<file path="config.mk">
export PLATFORM = sky130hd
export DESIGN_NAME = dmem_arbiter_flat
export DESIGN_NICKNAME = d
export VERILOG_FILES = /design/src/rtl/dmem_arbiter_if.sv /design/src/rtl/dmem_arbiter.sv /design/src/flat_wrapper.sv
export SDC_FILE = /design/constraint.sdc
export NUM_CORES = 1
export LEC_CHECK = 0
export BUFFER_PORTS_ARGS = -buffer_cell sky130_fd_sc_hd__buf_2
export CORE_AREA = 10 10 112 114
export CTS_CLUSTER_SIZE = 30
export DETAILED_ROUTE_END_ITERATION = 8
export DIE_AREA = 0 0 122 124
export PLACE_DENSITY = 0.66
export SYNTH_ARGS = -nofsm -noshare
export SYNTH_HDL_FRONTEND = slang
export SYNTH_SLANG_ARGS = --single-unit
</file>
<file path="constraint.sdc">
create_clock -name clk -period 2.25 [get_ports clk]
set_input_delay 0.3375 -clock clk [delete_from_list [all_inputs] [get_ports clk]]
set_output_delay 0.3375 -clock clk [all_outputs]
set_load 0.03 [all_outputs]
</file>
<file path="src/rtl/dmem_arbiter_if.sv">
// Bundle of the two requester ports and the data-memory port of dmem_arbiter.
// Handshake: a requester raises req with fields stable; gnt in the same cycle
// issues the access; rvalid pulses for one cycle with rdata/rerr in the next.
// There is no backpressure on responses.
interface dmem_arbiter_if #(
  parameter int ADDR_WIDTH = 32,
  parameter int DATA_WIDTH = 32
);
  logic                  m0_req, m1_req;
  logic                  m0_we, m1_we;
  logic [2:0]            m0_funct3, m1_funct3;
  logic [ADDR_WIDTH-1:0] m0_addr, m1_addr;
  logic [DATA_WIDTH-1:0] m0_wdata, m1_wdata;
  logic                  m0_gnt, m1_gnt;
  logic                  m0_rvalid, m1_rvalid;
  logic [DATA_WIDTH-1:0] m0_rdata, m1_rdata;
  logic                  m0_rerr, m1_rerr;
  logic                  mem_wr_en;
  logic [2:0]            mem_funct3;
  logic [ADDR_WIDTH-1:0] mem_addr;
  logic [DATA_WIDTH-1:0] mem_wr_data;
  logic [DATA_WIDTH-1:0] mem_rd_data;

  modport slave (
    input  m0_req, m0_we, m0_funct3, m0_addr, m0_wdata,
    input  m1_req, m1_we, m1_funct3, m1_addr, m1_wdata,
    output m0_gnt, m0_rvalid, m0_rdata, m0_rerr,
    output m1_gnt, m1_rvalid, m1_rdata, m1_rerr,
    output mem_wr_en, mem_funct3, mem_addr, mem_wr_data,
    input  mem_rd_data
  );

  modport master (
    output m0_req, m0_we, m0_funct3, m0_addr, m0_wdata,
    output m1_req, m1_we, m1_funct3, m1_addr, m1_wdata,
    input  m0_gnt, m0_rvalid, m0_rdata, m0_rerr,
    input  m1_gnt, m1_rvalid, m1_rdata, m1_rerr,
    input  mem_wr_en, mem_funct3, mem_addr, mem_wr_data,
    output mem_rd_data
  );
endinterface

</file>
<file path="src/rtl/dmem_arbiter.sv">
// Fixed-priority data-memory arbiter (MEM stage = 0, debug loader = 1) with a
// starvation counter. Define DMEM_ARB_MISALIGN_CHK_EN to block misaligned accesses.
module dmem_arbiter #(
  parameter int ADDR_WIDTH   = 32,
  parameter int DATA_WIDTH   = 32,
  parameter int STARVE_LIMIT = 4
) (
  input  logic            clk,
  input  logic            reset,
  dmem_arbiter_if.slave   bus,
  output logic [3:0]      starve_cnt
);

  localparam logic [3:0] LIMIT = 4'(STARVE_LIMIT);

  logic gnt0, gnt1;
  logic mis0, mis1;
  logic win_mis;

`ifdef DMEM_ARB_MISALIGN_CHK_EN
  // Only the defined half/word codes are checked; reserved funct3 passes.
  function automatic logic misaligned(input logic [2:0] f3, input logic [1:0] a);
    case (f3)
      3'b001, 3'b101: return a[0];
      3'b010:         return a != 2'b00;
      default:        return 1'b0;
    endcase
  endfunction

  assign mis0 = misaligned(bus.m0_funct3, bus.m0_addr[1:0]);
  assign mis1 = misaligned(bus.m1_funct3, bus.m1_addr[1:0]);
`else
  assign mis0 = 1'b0;
  assign mis1 = 1'b0;
`endif

  always_comb begin
    gnt1 = bus.m1_req && ((starve_cnt == LIMIT) || !bus.m0_req);
    gnt0 = bus.m0_req && !gnt1;
  end

  assign bus.m0_gnt = gnt0;
  assign bus.m1_gnt = gnt1;

  always_comb begin
    bus.mem_wr_en   = 1'b0;
    bus.mem_funct3  = 3'b000;
    bus.mem_addr    = '0;
    bus.mem_wr_data = '0;
    win_mis         = 1'b0;
    if (gnt1) begin
      bus.mem_wr_en   = bus.m1_we;
      bus.mem_funct3  = bus.m1_funct3;
      bus.mem_addr    = bus.m1_addr;
      bus.mem_wr_data = bus.m1_wdata;
      win_mis         = mis1;
    end else if (gnt0) begin
      bus.mem_wr_en   = bus.m0_we;
      bus.mem_funct3  = bus.m0_funct3;
      bus.mem_addr    = bus.m0_addr;
      bus.mem_wr_data = bus.m0_wdata;
      win_mis         = mis0;
    end
    // A grant during reset stays visible but must never commit a store.
    if (win_mis || reset) bus.mem_wr_en = 1'b0;
  end

  always_ff @(posedge clk) begin
    if (reset) begin
      starve_cnt <= 4'd0;
    end else if (!bus.m1_req || gnt1) begin
      starve_cnt <= 4'd0;
    end else if (starve_cnt < LIMIT) begin
      starve_cnt <= starve_cnt + 4'd1;
    end
  end

  always_ff @(posedge clk) begin
    if (reset) begin
      bus.m0_rvalid <= 1'b0;
      bus.m0_rdata  <= '0;
      bus.m0_rerr   <= 1'b0;
      bus.m1_rvalid <= 1'b0;
      bus.m1_rdata  <= '0;
      bus.m1_rerr   <= 1'b0;
    end else begin
      bus.m0_rvalid <= gnt0;
      bus.m0_rdata  <= (gnt0 && !bus.m0_we && !mis0) ? bus.mem_rd_data : '0;
      bus.m0_rerr   <= gnt0 && mis0;
      bus.m1_rvalid <= gnt1;
      bus.m1_rdata  <= (gnt1 && !bus.m1_we && !mis1) ? bus.mem_rd_data : '0;
      bus.m1_rerr   <= gnt1 && mis1;
    end
  end

endmodule

</file>
<file path="src/flat_wrapper.sv">
// flat-port wrapper written by rule: the top's interface ports become plain ports
module dmem_arbiter_flat 
#(
  parameter int ADDR_WIDTH   = 32,
  parameter int DATA_WIDTH   = 32,
  parameter int STARVE_LIMIT = 4
)
  (clk, reset, starve_cnt, bus_m0_req, bus_m0_we, bus_m0_funct3, bus_m0_addr, bus_m0_wdata, bus_m1_req, bus_m1_we, bus_m1_funct3, bus_m1_addr, bus_m1_wdata, bus_m0_gnt, bus_m0_rvalid, bus_m0_rdata, bus_m0_rerr, bus_m1_gnt, bus_m1_rvalid, bus_m1_rdata, bus_m1_rerr, bus_mem_wr_en, bus_mem_funct3, bus_mem_addr, bus_mem_wr_data, bus_mem_rd_data);
  dmem_arbiter_if #(.ADDR_WIDTH(ADDR_WIDTH), .DATA_WIDTH(DATA_WIDTH)) bus_i ();
  input  logic clk;
  input  logic reset;
  output logic [3:0] starve_cnt;
  input wire logic [$bits(bus_i.m0_req)-1:0] bus_m0_req;
  input wire logic [$bits(bus_i.m0_we)-1:0] bus_m0_we;
  input wire logic [$bits(bus_i.m0_funct3)-1:0] bus_m0_funct3;
  input wire logic [$bits(bus_i.m0_addr)-1:0] bus_m0_addr;
  input wire logic [$bits(bus_i.m0_wdata)-1:0] bus_m0_wdata;
  input wire logic [$bits(bus_i.m1_req)-1:0] bus_m1_req;
  input wire logic [$bits(bus_i.m1_we)-1:0] bus_m1_we;
  input wire logic [$bits(bus_i.m1_funct3)-1:0] bus_m1_funct3;
  input wire logic [$bits(bus_i.m1_addr)-1:0] bus_m1_addr;
  input wire logic [$bits(bus_i.m1_wdata)-1:0] bus_m1_wdata;
  output wire logic [$bits(bus_i.m0_gnt)-1:0] bus_m0_gnt;
  output wire logic [$bits(bus_i.m0_rvalid)-1:0] bus_m0_rvalid;
  output wire logic [$bits(bus_i.m0_rdata)-1:0] bus_m0_rdata;
  output wire logic [$bits(bus_i.m0_rerr)-1:0] bus_m0_rerr;
  output wire logic [$bits(bus_i.m1_gnt)-1:0] bus_m1_gnt;
  output wire logic [$bits(bus_i.m1_rvalid)-1:0] bus_m1_rvalid;
  output wire logic [$bits(bus_i.m1_rdata)-1:0] bus_m1_rdata;
  output wire logic [$bits(bus_i.m1_rerr)-1:0] bus_m1_rerr;
  output wire logic [$bits(bus_i.mem_wr_en)-1:0] bus_mem_wr_en;
  output wire logic [$bits(bus_i.mem_funct3)-1:0] bus_mem_funct3;
  output wire logic [$bits(bus_i.mem_addr)-1:0] bus_mem_addr;
  output wire logic [$bits(bus_i.mem_wr_data)-1:0] bus_mem_wr_data;
  input wire logic [$bits(bus_i.mem_rd_data)-1:0] bus_mem_rd_data;
  assign bus_i.m0_req = bus_m0_req;
  assign bus_i.m0_we = bus_m0_we;
  assign bus_i.m0_funct3 = bus_m0_funct3;
  assign bus_i.m0_addr = bus_m0_addr;
  assign bus_i.m0_wdata = bus_m0_wdata;
  assign bus_i.m1_req = bus_m1_req;
  assign bus_i.m1_we = bus_m1_we;
  assign bus_i.m1_funct3 = bus_m1_funct3;
  assign bus_i.m1_addr = bus_m1_addr;
  assign bus_i.m1_wdata = bus_m1_wdata;
  assign bus_m0_gnt = bus_i.m0_gnt;
  assign bus_m0_rvalid = bus_i.m0_rvalid;
  assign bus_m0_rdata = bus_i.m0_rdata;
  assign bus_m0_rerr = bus_i.m0_rerr;
  assign bus_m1_gnt = bus_i.m1_gnt;
  assign bus_m1_rvalid = bus_i.m1_rvalid;
  assign bus_m1_rdata = bus_i.m1_rdata;
  assign bus_m1_rerr = bus_i.m1_rerr;
  assign bus_mem_wr_en = bus_i.mem_wr_en;
  assign bus_mem_funct3 = bus_i.mem_funct3;
  assign bus_mem_addr = bus_i.mem_addr;
  assign bus_mem_wr_data = bus_i.mem_wr_data;
  assign bus_i.mem_rd_data = bus_mem_rd_data;
  dmem_arbiter #(.ADDR_WIDTH(ADDR_WIDTH), .DATA_WIDTH(DATA_WIDTH), .STARVE_LIMIT(STARVE_LIMIT)) u_core (.clk(clk), .reset(reset), .bus(bus_i), .starve_cnt(starve_cnt));
endmodule
</file>
; ---- Yosys cells after proc, flatten, opt, wreduce, memory -nomap -nowiden
; Cells that the tools add are included.
[op_classes]
add_sub_neg = 1
magnitude_cmp = 1
n_eq_ne = 1
n_mux = 9
n_bitwise = 2
reduce_logical = 14
[op_table]
columns = operator, n
row1 = 32-bit 2-to-1 mux, 4
row2 = 3-bit 2-to-1 mux, 2
row3 = 2-bit OR reduction, 3
row4 = 1-bit zero test, 5
row5 = 4-bit by 1-bit adder with 4-bit output (second input constant), 1
row6 = 4-bit by 3-bit equality test with 1-bit output (second input constant), 1
row7 = 1-bit logical AND, 4
row8 = 4-bit by 3-bit < comparator with 1-bit output (second input constant), 1
row9 = 1-bit 2-to-1 mux, 3
row10 = 1-bit logical OR, 2
row11 = 1-bit NOT, 2
[word_totals]
ff_bits = 70
out_inout_bits = 142
word_cells = 33

; ---- Longest topological paths before layout
; Gate-level depths: netlist of run 1.
[logic_depth]
depth_word = 8
mapped_depth = 8
mapped_depth_nobuf = 5

; ---- Least setup slack after synthesis of run 1
; OpenSTA, ideal clock, no wires.
[synth_path]
path_type = reg-to-output
startpoint = register u_core.starve_cnt[0]
endpoint = output bus_mem_wr_data[10]
arrival_ns = 1.887
required_ns = 1.913
slack_ns = 0.026
path_stages_with_launch = 9
path_cell_list = dfxtp_1 > inv_1 > ha_1 > nand3b_4 > and2_1 > buf_2 > buf_6 > buf_6 > o22ai_1
[synth_between]
elab_chain_cells = 7
[synth_rtl]
columns = item, line_no
row1 = start: declaration, dmem_arbiter.sv:11  ; output logic [3:0] starve_cnt
row2 = start signal: assignment, dmem_arbiter.sv:74  ; starve_cnt <= starve_cnt + 4'd1;
row3 = 4-bit by 3-bit equality test with 1-bit output (*), dmem_arbiter.sv:38  ; gnt1 = bus.m1_req && ((starve_cnt == LIMIT) || !bus.m0_req);
row4 = 1-bit logical OR (*), dmem_arbiter.sv:38
row5 = 1-bit logical AND (*), dmem_arbiter.sv:38
row6 = 1-bit zero test, dmem_arbiter.sv:39  ; gnt0 = bus.m0_req && !gnt1;
row7 = 1-bit logical AND, dmem_arbiter.sv:39
row8 = 32-bit 2-to-1 mux, dmem_arbiter.sv:57  ; end else if (gnt0) begin
row9 = 32-bit 2-to-1 mux (*), dmem_arbiter.sv:51  ; if (gnt1) begin
row10 = end: declaration, flat_wrapper.sv:34  ; output wire logic [$bits(bus_i.mem_wr_data)-1:0] bus_mem_wr_data;
; Every way passes the cells marked *; elsewhere a longest branch is shown, timed or not.

; ---- Final worst setup path of run 1
[layout_path]
startpoint = register u_core.starve_cnt[0]
endpoint = output bus_mem_addr[1]
[layout_between]
elab_chain_cells = 7
[layout_rtl]
columns = item, line_no
row1 = 4-bit by 3-bit equality test with 1-bit output (*), dmem_arbiter.sv:38
row2 = 1-bit logical OR (*), dmem_arbiter.sv:38
row3 = 1-bit logical AND (*), dmem_arbiter.sv:38
row4 = 1-bit zero test, dmem_arbiter.sv:39
row5 = 1-bit logical AND, dmem_arbiter.sv:39
row6 = 32-bit 2-to-1 mux, dmem_arbiter.sv:57
row7 = 32-bit 2-to-1 mux (*), dmem_arbiter.sv:51
row8 = end: declaration, flat_wrapper.sv:33  ; output wire logic [$bits(bus_i.mem_addr)-1:0] bus_mem_addr;
; Marks and branches as above.

==> results of run 1 <==
## cell usage in the layout (no fill, tap or decap), types with 2 or more instances in the layout
cell,synthesis,routed
sky130_fd_sc_hd__a21oi_1,2,2
sky130_fd_sc_hd__and2_1,66,65
sky130_fd_sc_hd__buf_12,0,3
sky130_fd_sc_hd__buf_2,14,259
sky130_fd_sc_hd__buf_4,3,58
sky130_fd_sc_hd__buf_6,3,4
sky130_fd_sc_hd__bufinv_16,0,2
sky130_fd_sc_hd__clkbuf_16,0,4
sky130_fd_sc_hd__clkbuf_8,0,10
sky130_fd_sc_hd__conb_1,1,2
sky130_fd_sc_hd__dfxtp_1,70,68
sky130_fd_sc_hd__inv_1,4,2
sky130_fd_sc_hd__inv_2,0,2
sky130_fd_sc_hd__nand2_1,135,135
sky130_fd_sc_hd__nor2_1,5,5
sky130_fd_sc_hd__o22ai_1,67,56
sky130_fd_sc_hd__o22ai_2,0,11
## worst max-delay path: cells and delay by family, from the launching register on
| family | cells | cell delay (ns) |
|---|---|---|
| AOI/OAI and AO/OA | 2 | 0.30 |
| buffers and inverters | 4 | 0.60 |
| adders and majority gates | 1 | 0.14 |
| DFF | 1 | 0.36 |
| and+or+nand+nor | 1 | 0.10 |
## worst max path at each step
stage | end | slack (ns)
finish | bus_mem_addr[1] | 0.09
global route | bus_mem_wr_data[0] | -0.02
CTS | bus_mem_addr[1] | -0.03
detailed placement | bus_mem_wr_data[17] | 0.19
global placement | u_core.bus.m0_rdata[13] | 0.23
floorplan | bus_mem_wr_data[10] | 0.03
## repair_timing
action	4_1_cts	5_1_grt
hold endpoints to repair	0	0
pin swaps	0	2
endpoints found under the setup margin	68	67
gates resized for setup	45	49
gates cloned	1	6
buffers inserted	0	5
## logic make-up after synthesis
group,Yosys count,share of synthesized area (%)
buf+inv,43,6.90
compound gates,73,15.0
fa+ha+maj,2,0.802
xor+xnor,1,0.281
flops,70,44.9
other cells,1,0.120
simple gates,212,31.9
## flip-flops by register name, summed over array words and instances, names as in the netlist
name and flops:
u_core.bus.m1_rvalid 1, u_core.bus.m0_rdata 32, u_core.bus.m1_rdata 32, u_core.bus.m0_rvalid 1, u_core.starve_cnt 4
## cell type report
type	count	area (sq um)
fillers	1012	4840
repair buffers	331	1990
multi-input cells	290	1600
flip-flops and latches	70	1410
well taps	136	170
clock buffers	10	138
clock inverters	4	72.6
inverters	4	15.0
diodes	1	2.50
## per-stage QoR
step / cells / utilization (%)
floorplan: 403 / -
global placement: 819 / 46.3
detailed placement: 819 / 46.3
CTS: 834 / 50.0
global route: 846 / 52.7
finish: 846 / 52.7
## power by group
part	internal (mW)	total, mW	switching (mW)	leakage, nW
Combinational	0.363	0.916	0.553	2.23
Clock	0.639	1.07	0.427	0.104
Sequential	1.27	1.27	0.00688	0.570
Total	2.27	3.25	0.987	2.91
## routing by layer
layer	track usage, %	vias to the layer above
met1	17.9	1789
met3	9.32	43
met2	31.4	246
met4	7.53	2
met5	0	-
li1	-	1930
==> PnR_summary.wiki, run 1 <==
{| class="wikitable"
! Metric !! Value
|-
| Part of the Yosys area used for sequential elements || 44.9%
|-
| Achievable Freq || about 460 MHz
|-
| Destination of the worst hold path || u_core.bus.m0_rdata[8]
|-
| Time the worst path needs with I/O delays and setup || approximately 2.2 ns
|-
| Most instantiated library cell after synthesis || sky130_fd_sc_hd__nand2_1
|-
| Startpoint of the worst hold path || bus_mem_rd_data[8]
|-
| Estimated wirelength of the detail-placed design || 12,300 um
|-
| CTS tree || done
|-
| Top Layer Used || met5
|-
| Number of cells on the worst hold path || 2
|-
| Area contributors post-synth || sky130_fd_sc_hd__dfxtp_1 (45%), sky130_fd_sc_hd__nand2_1 (16%), sky130_fd_sc_hd__o22ai_1 (13%), sky130_fd_sc_hd__and2_1 (13%), sky130_fd_sc_hd__buf_2 (2.2%)
|-
| Most used flip-flop cell after synthesis || sky130_fd_sc_hd__dfxtp_1
|-
| Critical setup path kind || reg -> out
|-
| Residual DRC || 0
|-
| Required time at the worst-slack endpoint || around 1.9 ns
|-
| Relative slew slack || a little under two fifths
|-
| Final hold slack || 0.198 ns
|-
| Share of the synthesized area in the top cell type || between 40% and 50%
|-
| Cell area after synthesis || 3120 sq um
|-
| Number of endpoints failing setup at the final stage || 0
|-
| Vias per cell || 4.74
|-
| Total via count in the routed design || 4,010
|-
| Total Die Area || about 15,000 sq um
|-
| Post-placement worst setup slack || 0.194 ns
|-
| Period utilisation layout || 96.2%
|-
| Reg2reg end || u_core.bus.m0_rdata[13]
|-
| Post-synth top cells || sky130_fd_sc_hd__nand2_1 (135), sky130_fd_sc_hd__dfxtp_1 (70), sky130_fd_sc_hd__o22ai_1 (67)
|-
| Top-level I/O count || 314
|-
| Kind of start point of the critical path || flip-flop
|-
| Post-Layout Inst Area || 5390 sq um
|-
| Initial standard-cell utilization of the core || a little under a third
|-
| Data arrival at the endpoint of the critical path || 1.83 ns
|-
| Max_cap viols || 0
|-
| Number of nets in the layout || 880
|-
| Total Neg Setup Slack || 0 ns
|-
| Wire per inst || 18.8 um
|-
| Aggregate global-route resource usage || 18.1%
|-
| Die Span Y || 124 um
|-
| Critical-path top delay cell || sky130_fd_sc_hd__dfxtp_4
|-
| Chip width || 122 um
|-
| Min-delay worst type || in -> reg
|-
| Later-pin clock latency in the skew report || 0.34 ns
|-
| Met2 layer wire length in the routed design || 8020 um
|-
| Cts hold-fix bufs || 0
|-
| Average cell area after synthesis || 7.76 sq um
|-
| Outcome || completed
|-
| Total congestion overflow after global routing || 0
|-
| Initial DRC count || between 200 and 300
|-
| Core area || 10,200 sq um
|-
| Pleak || just under 3 nW
|-
| Maximum fanout along the worst path || 8
|-
| Synthesized netlist cell count || 402
|-
| Area growth from synthesis to layout || 72.8%
|-
| Worst Slack Setup Final || 0.0854 ns
|-
| Metal1 wirelength || 5410 um
|-
| Port Buf Inserts || 311
|-
| Endpoint type of the worst setup path || output pin
|-
| Global-route wire length before repair || 21,600 um
|-
| Total iterations of the first detailed-routing run || 4
|-
| Final Routed Wirelength || 15,900 um
|-
| Slew at the pin closest to its max-slew limit || 0.936 ns
|-
| Count of final max-slew check failures || 0
|-
| Total number of H-tree levels || 3
|-
| Total clock sinks || 70
|-
| Crit-path cells || inv_2, ha_4, nand3b_4, a21boi_4, buf_6, clkbuf_16, o22ai_1, buf_4
|-
| Number of enable-type register cells in the synthesized netlist || 0
|-
| Global placer's final weighted congestion || 0.894
|-
| Largest net degree at the start of global routing || 68
|-
| WL met3 || 1900 um
|-
| Power per unit of standard cell area || slightly above 600 nW/um^2
|-
| Slowest Stage Delay on Critical Path || about 0.36 ns
|-
| Max rail drop VDD || 0.431 mV
|-
| Cell area after placement || 4740 sq um
|-
| Vias in the first global route || 3,992
|-
| Number of nets still failing antenna checks after routing || 0
|-
| Final hold vios || 0
|-
| Worst r2r path cells || 5
|-
| Power, Total || 3.25 mW
|-
| Count of yosys warnings during synthesis || 0
|-
| Max Buffers Root-to-Sink || 2
|-
| FF+latch count, synth || 70
|-
| Clock Skews || 0.00938 ns
|-
| Setup crit start || u_core.starve_cnt[0]
|-
| CTS root buffer || sky130_fd_sc_hd__clkbuf_8
|-
| Cell accounting for the most synthesized area || sky130_fd_sc_hd__dfxtp_1
|-
| R2R setup slack || 0.39 ns
|-
| Layout cell share with drive strength beyond 1 || about half
|-
| Number of antenna violations at the first check in global routing || 3
|-
| Async set-reset flop share out of synthesis || 0%
|-
| Number of core rows || 37
|-
| Total clock buffers created by CTS || 9
|-
| Clock-pin slew on the worst setup and hold paths || 0.07 ns
|-
| R2r startpoint || u_core.starve_cnt[1]
|-
| Post-synthesis cell type count || 26
|}
No activity file was read; power rests on OpenSTA's default activity.
==> inputs of run 2 (changes only) <==
ABC_AREA = 1   (was default)
CORE_AREA = 10 10 113 115   (was 10 10 112 114)
DIE_AREA = 0 0 123 125   (was 0 0 122 124)
PLACE_DENSITY = 0.62   (was 0.66)
SKIP_CTS_REPAIR_TIMING = 1   (was default)
==> run 2 against run 1 <==
  * Hold slack improved by 0.033 ns
  * Register-to-register slack improved by 0.37 ns
  * Clock skew is 0.0039 ns lower
  * Via count shrank 5.1%
  * Largest power group unchanged
  * Highest routed layer is now met4
==> PnR_summary.wiki, run 2 <==
{| class="wikitable"
! Metric !! Value
|-
| Port Buf Inserts || 311 (unchanged)
|-
| M1 GR Usage || 15.5% (was 17.9%)
|-
| Residual DRC || 0 (unchanged)
|-
| Simple-Gate Fraction of Synth Area || 38.6% (was 31.9%)
|-
| Post-synthesis xor/xnor area fraction || 0.309% (was 0.281%)
|-
| Kind of start point of the critical path || flip-flop (unchanged)
|-
| Number of core rows || 38 (was 37)
|-
| Antenna cells || 0 (was 1)
|-
| Total clock sinks || 70 (unchanged)
|-
| R2r startpoint || u_core.starve_cnt[0] (was u_core.starve_cnt[1])
|-
| Area fraction in compound gates after synthesis || 0.353% (was 15.0%)
|-
| Required time at the worst-slack endpoint || 1.91 ns (about the same)
|-
| Critical setup path kind || reg -> out (unchanged)
|-
| Vias in the first global route || 3,491 (was 3,992)
|-
| Most instantiated library cell after synthesis || sky130_fd_sc_hd__nand2_1 (unchanged)
|-
| Area contributors post-synth || sky130_fd_sc_hd__dfxtp_1 (49%), sky130_fd_sc_hd__nand2_1 (27%), sky130_fd_sc_hd__nor2_1 (9.4%), sky130_fd_sc_hd__inv_1 (4.9%), sky130_fd_sc_hd__buf_2 (2.8%) (was sky130_fd_sc_hd__dfxtp_1 (45%), sky130_fd_sc_hd__nand2_1 (16%), sky130_fd_sc_hd__o22ai_1 (13%), sky130_fd_sc_hd__and2_1 (13%), sky130_fd_sc_hd__buf_2 (2.2%))
|-
| Met2 usage in global routing || 29.0% (was 31.4%)
|-
| Total congestion overflow after global routing || 0 (unchanged)
|-
| Achievable Freq || 465 MHz (was 462 MHz)
|-
| Final Routed Wirelength || 15,000 um (was 15,900 um)
|-
| Later-pin clock latency in the skew report || 0.33 ns (was 0.34 ns)
|-
| Min-delay worst type || in -> reg (unchanged)
|-
| Data arrival at the endpoint of the critical path || 1.81 ns (was 1.83 ns)
|-
| Outcome || completed (unchanged)
|-
| Cell area after synthesis || 2840 sq um (was 3120 sq um)
|-
| Layout cell share with drive strength beyond 1 || 48.5% (was 51.5%)
|-
| Part of the Yosys area used for sequential elements || 49.4% (was 44.9%)
|-
| Crit-path cells || inv_2, ha_4, nand3_2, nand2_2, nand2_4, nand2_8, inv_6, buf_6, nand2_1, nand2_1, buf_2 (was inv_2, ha_4, nand3b_4, a21boi_4, buf_6, clkbuf_16, o22ai_1, buf_4)
|-
| Total clock buffers created by CTS || 9 (unchanged)
|-
| Aggregate global-route resource usage || 15.6% (was 18.1%)
|-
| Power per unit of standard cell area || 617 nW/um^2 (was 604 nW/um^2)
|-
| Post-synth top cells || sky130_fd_sc_hd__nand2_1 (204), sky130_fd_sc_hd__nor2_1 (71), sky130_fd_sc_hd__dfxtp_1 (70) (was sky130_fd_sc_hd__nand2_1 (135), sky130_fd_sc_hd__dfxtp_1 (70), sky130_fd_sc_hd__o22ai_1 (67))
|-
| Core area || 10,600 sq um (was 10,200 sq um)
|-
| Total iterations of the first detailed-routing run || 5 (was 4)
|-
| Total Die Area || 15,400 sq um (was 15,100 sq um)
|-
| Most common cell after layout, fill and taps aside || sky130_fd_sc_hd__buf_2 (unchanged)
|-
| Die Span Y || 125 um (was 124 um)
|-
| Number of antenna violations at the first check in global routing || 0 (was 3)
|-
| Largest net degree at the start of global routing || 69 (was 68)
|-
| Post-synthesis cell type count || 18 (was 26)
|-
| Endpoint type of the worst setup path || output pin (unchanged)
|-
| Worst r2r path cells || 9 (was 5)
|-
| Global placer's final weighted congestion || 0.890 (was 0.894)
|-
| Average cell area after synthesis || 6.74 sq um (was 7.76 sq um)
|-
| Most used flip-flop cell after synthesis || sky130_fd_sc_hd__dfxtp_1 (unchanged)
|-
| Number of cells on the worst hold path || 3 (was 2)
|-
| Vias per cell || 4.30 (was 4.74)
|-
| Critical-path top delay cell || sky130_fd_sc_hd__dfxtp_2 (was sky130_fd_sc_hd__dfxtp_4)
|-
| Top-level I/O count || 314 (unchanged)
|-
| Initial DRC count || 293 (was 252)
|-
| Reg2reg end || u_core.bus.m1_rdata[5] (was u_core.bus.m0_rdata[13])
|-
| Estimated wirelength of the detail-placed design || 11,100 um (was 12,300 um)
|-
| Largest registers || u_core.bus.m0_rdata x32, u_core.bus.m1_rdata x32, u_core.starve_cnt x4 (unchanged)
|-
| Number of nets still failing antenna checks after routing || 0 (unchanged)
|-
| Global-route wire length before repair || 19,000 um (was 21,600 um)
|-
| Number of buffer and inverter instances along the worst setup path || 4 (unchanged)
|-
| Pleak || 3.21 nW (was 2.91 nW)
|-
| Max Buffers Root-to-Sink || 2 (unchanged)
|-
| R2R setup slack || 0.76 ns (was 0.39 ns)
|-
| CTS tree || done (unchanged)
|-
| Count of final max-slew check failures || 0 (unchanged)
|-
| Chip width || 123 um (was 122 um)
|-
| Post-synthesis share of cell area spent on full adders, half adders and majority gates || 0.881% (was 0.803%)
|-
| Cell family with the largest share of critical-path delay || simple AND/OR/NAND/NOR gates (was buffers and inverters)
|-
| Main combinational cell family by area after synthesis || simple AND/OR/NAND/NOR gates (unchanged)
|-
| Clock Skews || 0.00545 ns (was 0.00938 ns)
|-
| Destination of the worst hold path || u_core.bus.m1_rdata[24] (was u_core.bus.m0_rdata[8])
|-
| Area growth from synthesis to layout || 82.0% (was 72.8%)
|-
| CTS root buffer || sky130_fd_sc_hd__clkbuf_8 (unchanged)
|-
| Final hold vios || 0 (unchanged)
|-
| Count of yosys warnings during synthesis || 0 (unchanged)
|-
| Synthesized netlist cell count || 421 (was 402)
|-
| Number of nets in the layout || 915 (was 880)
|-
| Time the worst path needs with I/O delays and setup || 2.15 ns (was 2.16 ns)
|-
| Async set-reset flop share out of synthesis || 0% (unchanged)
|-
| Max rail drop VDD || 0.389 mV (was 0.431 mV)
|-
| Share of the synthesized area in the top cell type || 49.4% (was 44.9%)
|-
| Startpoint of the worst hold path || bus_mem_rd_data[24] (was bus_mem_rd_data[8])
|-
| FF+latch count, synth || 70 (unchanged)
|-
| Clock-pin slew on the worst setup and hold paths || 0.07 ns (about the same)
|-
| Number of endpoints failing setup at the final stage || 0 (unchanged)
|-
| Initial standard-cell utilization of the core || 26.8% (was 30.5%)
|-
| Cell accounting for the most synthesized area || sky130_fd_sc_hd__dfxtp_1 (unchanged)
|-
| Library cell appearing most often on the critical path || sky130_fd_sc_hd__nand2_1
|-
| Global route hottest layer || met2 (unchanged)
|-
| Fraction of synthesized area in multiplexers || 0% (unchanged)
|-
| Total via count in the routed design || 3,805 (was 4,010)
|-
| Met3 routing resource usage after global routing || 6.12% (was 9.32%)
|-
| Final hold slack || 0.230 ns (was 0.198 ns)
|-
| Period utilisation layout || 95.5% (was 96.2%)
|-
| Slowest Stage Delay on Critical Path || 0.34 ns (was 0.36 ns)
|-
| Most used cells in the layout excluding fill and tap cells || sky130_fd_sc_hd__buf_2 (260), sky130_fd_sc_hd__nand2_1 (199), sky130_fd_sc_hd__nor2_1 (71) (was sky130_fd_sc_hd__buf_2 (259), sky130_fd_sc_hd__nand2_1 (135), sky130_fd_sc_hd__dfxtp_1 (68))
|-
| Power, Total || 3.19 mW (was 3.25 mW)
|-
| Maximum fanout along the worst path || 8 (unchanged)
|-
| Number of enable-type register cells in the synthesized netlist || 0 (unchanged)
|-
| Max_cap viols || 0 (unchanged)
|-
| Total number of H-tree levels || 3 (unchanged)
|-
| Wire per inst || 16.9 um (was 18.8 um)
|}
[run 2: cell families (layout without fill, tap and decap cells)]
family,Yosys count,in the layout
AND/OR/NAND/NOR,283,283
buffers and inverters,62,385
XOR/XNOR,1,1
AO/OA/AOI/OAI,2,2
other,1,2
adder cells (fa/ha/maj),2,2
flip-flops,70,70
[run 2: through the flow]
| step | worst slack [ns] | util [%] | cell area, sq um | std cells | setup TNS [ns] |
|---|---|---|---|---|---|
| floorplan | 0.161 | - | 2840 | 422 | 0 |
| detailed placement | 0.250 | 42.3 | 4490 | 855 | 0 |
| finish | 0.101 | 48.7 | 5170 | 885 | 0 |
| global route | -0.00874 | 48.7 | 5170 | 885 | -0.0118 |
| CTS | -0.128 | 44.2 | 4690 | 870 | -6.20 |
| global placement | 0.305 | 42.3 | 4490 | 855 | 0 |
[run 2: power breakdown]
part | internal (mW) | switching, mW | leakage (nW) | total, mW
sequential | 1.26 | 0.00591 | 0.569 | 1.27
combinational | 0.341 | 0.534 | 2.54 | 0.875
clock | 0.617 | 0.423 | 0.0994 | 1.04
[run 2: layout make-up]
cell class	instances	area (sq um)
fillers	1084	5440
repair buffers	329	2020
flip-flops and latches	70	1400
multi-input cells	290	1190
well taps	140	175
inverters	40	165
clock buffers	11	131
clock inverters	4	72.6
repair inverters	1	8.76
[run 2: worst max-delay path by stage]
stage / start / slack, ns / cells past startpoint / to
2_1_floorplan: u_core.starve_cnt[0] / 0.16 / 10 / bus_mem_wr_data[22]
3_3_place_gp: u_core.starve_cnt[0] / 0.31 / 11 / bus_mem_addr[10]
3_5_place_dp: u_core.starve_cnt[0] / 0.25 / 11 / bus_mem_wr_data[16]
4_1_cts: u_core.starve_cnt[0] / -0.13 / 11 / bus_mem_wr_data[16]
5_1_grt: u_core.starve_cnt[0] / -0.009 / 11 / bus_mem_addr[13]
6_report: u_core.starve_cnt[0] / 0.10 / 11 / bus_mem_wr_data[23]
[run 2: tightest hold or removal path, delay by kind of cell]
| family | cells | cell delay (ns) |
|---|---|---|
| buffers and inverters | 2 | 0.11 |
| and+or+nand+nor | 1 | 0.08 |
[run 2: routing by layer]
metal | up-vias | part of all wire (%)
met3 | 21 | 11
li1 | 1857 | -
met5 | - | 0
met1 | 1719 | 36
met4 | 0 | 1.4
met2 | 208 | 52
==> inputs of run 3 (changes only) <==
REMOVE_ABC_BUFFERS = 1   (was default)
==> run 3 against run 2 <==
  * Sequential cell count stayed put
  * Global-route usage grew 1.2 points
  * Sequential power hardly changed
  * Critical path depth unchanged
  * First-iteration DRC count fell by 31%
  * Largest power group unchanged
  * Hold slack got worse by 0.020 ns
  * Total power increased by 3.7%
  * Die area unchanged
  * Routed wire length rose by 5.1%
  * Clock skew is 0.0016 ns higher
  * Via count decreased by 1.1%
  * Combinational power increased by 3.2%
==> PnR_summary.wiki, run 3 (same netlist as run 2, synthesis figures left out) <==
{| class="wikitable"
! Metric !! Value
|-
| Outcome || completed (unchanged)
|-
| Largest registers || u_core.bus.m0_rdata x32, u_core.bus.m1_rdata x32, u_core.starve_cnt x4 (unchanged)
|-
| Final hold vios || 0 (unchanged)
|-
| Wire per inst || 17.7 um (was 16.9 um)
|-
| Cell family with the largest share of critical-path delay || simple AND/OR/NAND/NOR gates (unchanged)
|-
| Final hold slack || 0.210 ns (was 0.230 ns)
|-
| Total clock buffers created by CTS || 9 (unchanged)
|-
| Vias in the first global route || 3,630 (was 3,491)
|-
| # fillers || 1,081 (was 1,084)
|-
| Clock-pin slew on the worst setup and hold paths || 0.07 ns (about the same)
|-
| Power per unit of standard cell area || 628 nW/um^2 (was 617 nW/um^2)
|-
| Aggregate global-route resource usage || 16.8% (was 15.6%)
|-
| Vias per cell || 4.24 (was 4.30)
|-
| Total congestion overflow after global routing || 0 (unchanged)
|-
| Port Buf Inserts || 311 (unchanged)
|-
| Initial standard-cell utilization of the core || 26.8% (unchanged)
|-
| Data arrival at the endpoint of the critical path || 1.83 ns (was 1.81 ns)
|-
| Switching part of the total power || 30.2% (about the same)
|-
| Number of core rows || 38 (unchanged)
|-
| Combinational cell fraction of total power || 27.4% (was 27.5%)
|-
| Min-delay worst type || in -> reg (unchanged)
|-
| Utilization after layout || 49.6% (was 48.7%)
|-
| Total number of H-tree levels || 3 (unchanged)
|-
| Later-pin clock latency in the skew report || 0.34 ns (was 0.33 ns)
|-
| Final std cells w/o fill || 888 (was 885)
|-
| Max Buffers Root-to-Sink || 2 (unchanged)
|-
| Largest net degree at the start of global routing || 69 (unchanged)
|-
| Max_cap viols || 0 (unchanged)
|-
| Most used cells in the layout excluding fill and tap cells || sky130_fd_sc_hd__buf_2 (244), sky130_fd_sc_hd__nand2_1 (198), sky130_fd_sc_hd__nor2_1 (71) (was sky130_fd_sc_hd__buf_2 (260), sky130_fd_sc_hd__nand2_1 (199), sky130_fd_sc_hd__nor2_1 (71))
|-
| Core area || 10,600 sq um (unchanged)
|-
| Count of final max-slew check failures || 0 (unchanged)
|-
| Kind of start point of the critical path || flip-flop (unchanged)
|-
| Total Neg Setup Slack || 0 ns (unchanged)
|-
| Number of endpoints failing setup at the final stage || 0 (unchanged)
|-
| Sequential fraction of design power || 38.5% (was 39.9%)
|-
| Power, Total || 3.30 mW (was 3.19 mW)
|-
| Number of buffer and inverter instances along the worst setup path || 4 (unchanged)
|-
| Number of nets in the layout || 915 (unchanged)
|-
| Slowest Stage Delay on Critical Path || 0.35 ns (was 0.34 ns)
|-
| Clock Skews || 0.00709 ns (was 0.00545 ns)
|-
| Cell total after placement || 855 (unchanged)
|-
| Total via count in the routed design || 3,762 (was 3,805)
|-
| CTS tree || done (unchanged)
|-
| Internal power summed over all cells || 2.30 mW (was 2.22 mW)
|-
| Net load switching power || 0.997 mW (was 0.963 mW)
|-
| Crit-path cells || inv_2, ha_4, nand3_2, nand2_2, nand2_4, nand2_8, inv_6, buf_8, nand2_1, nand2_1, clkbuf_4 (was inv_2, ha_4, nand3_2, nand2_2, nand2_4, nand2_8, inv_6, buf_6, nand2_1, nand2_1, buf_2)
|-
| Achievable Freq || 462 MHz (was 465 MHz)
|-
| Final Routed Wirelength || 15,700 um (was 15,000 um)
|-
| Max rail drop VDD || 0.357 mV (was 0.389 mV)
|-
| Die Span Y || 125 um (unchanged)
|-
| Required time at the worst-slack endpoint || 1.91 ns (about the same)
|-
| Pleak || 3.23 nW (was 3.21 nW)
|-
| Maximum fanout along the worst path || 8 (unchanged)
|-
| Total clock sinks || 70 (unchanged)
|-
| Most common cell after layout, fill and taps aside || sky130_fd_sc_hd__buf_2 (unchanged)
|-
| Number of nets still failing antenna checks after routing || 0 (unchanged)
|-
| Layout cell share with drive strength beyond 1 || 48.9% (was 48.5%)
|-
| Total Die Area || 15,400 sq um (unchanged)
|-
| Total iterations of the first detailed-routing run || 4 (was 5)
|-
| Global-route wire length before repair || 20,000 um (was 19,000 um)
|-
| Critical-path top delay cell || sky130_fd_sc_hd__dfxtp_2 (unchanged)
|-
| Area growth from synthesis to layout || 85.1% (was 82.0%)
|-
| Clock power frac || 34.2% (was 32.7%)
|-
| Period utilisation layout || 96.3% (was 95.5%)
|-
| Chip width || 123 um (unchanged)
|-
| Library cell appearing most often on the critical path || sky130_fd_sc_hd__nand2_1 (unchanged)
|-
| Global placer's final weighted congestion || 0.908 (was 0.890)
|-
| Top-level I/O count || 314 (unchanged)
|-
| CTS root buffer || sky130_fd_sc_hd__clkbuf_8 (unchanged)
|-
| Estimated wirelength of the detail-placed design || 12,000 um (was 11,100 um)
|-
| Time the worst path needs with I/O delays and setup || 2.17 ns (was 2.15 ns)
|-
| Number of antenna violations at the first check in global routing || 6 (was 0)
|-
| Endpoint type of the worst setup path || output pin (unchanged)
|-
| Initial DRC count || 203 (was 293)
|-
| Critical setup path kind || reg -> out (unchanged)
|-
| Residual DRC || 0 (unchanged)
|-
| Sequential cell area || 1400 sq um (unchanged)
|-
| Multi-input logic area || 1190 sq um (about the same)
|}
[run 3: cell type report]
type	instances	area share (%)
multi-input cells	290	22.6
flip-flops and latches	70	26.7
inverters	40	3.19
repair inverters	1	0.167
repair buffers	329	39.5
clock buffers	11	2.88
diodes	2	0.0952
well taps	140	3.33
clock inverters	5	1.55
[run 3: power by group through the flow]
stage | Sequential (mW) | Clock (mW) | Combinational, mW
global placement | 1.30 | 0 | 0.742
floorplan | 1.35 | 0 | 0.356
detailed placement | 1.30 | 0 | 0.748
global route | 1.27 | 1.22 | 0.962
finish | 1.27 | 1.13 | 0.903
CTS | 1.27 | 1.16 | 0.750
[run 3: final timing paths]
kind	endpoint	cells after the start	from	slack (ns)
setup / recovery	bus_mem_wr_data[11]	11	u_core.starve_cnt[0]	0.08
hold / removal	u_core.bus.m1_rvalid	2	reset	0.21
setup reg to reg	u_core.bus.m1_rdata[24]	10	u_core.starve_cnt[0]	0.64
hold reg to reg	u_core.starve_cnt[3]	2	u_core.starve_cnt[3]	0.49
[run 3: per-layer routing]
| metal | vias to the layer above | part of all wire (%) | track usage, % | wire [um] |
|---|---|---|---|---|
| met1 | 1648 | 32 | 16.1 | 5100 |
| met3 | 26 | 14 | 9.50 | 2220 |
| met5 | - | 0.26 | 0 | 41 |
| li1 | 1859 | - | - | - |
| met2 | 223 | 51 | 29.7 | 8070 |
| met4 | 6 | 1.8 | 4.93 | 284 |
[run 3: stage by stage]
step,setup WS (ns),area [sq um]
floorplan,-0.178,2700
global placement,0.290,4490
detailed placement,0.270,4490
CTS,-0.120,4720
global route,-0.0257,5260
finish,0.0841,5260
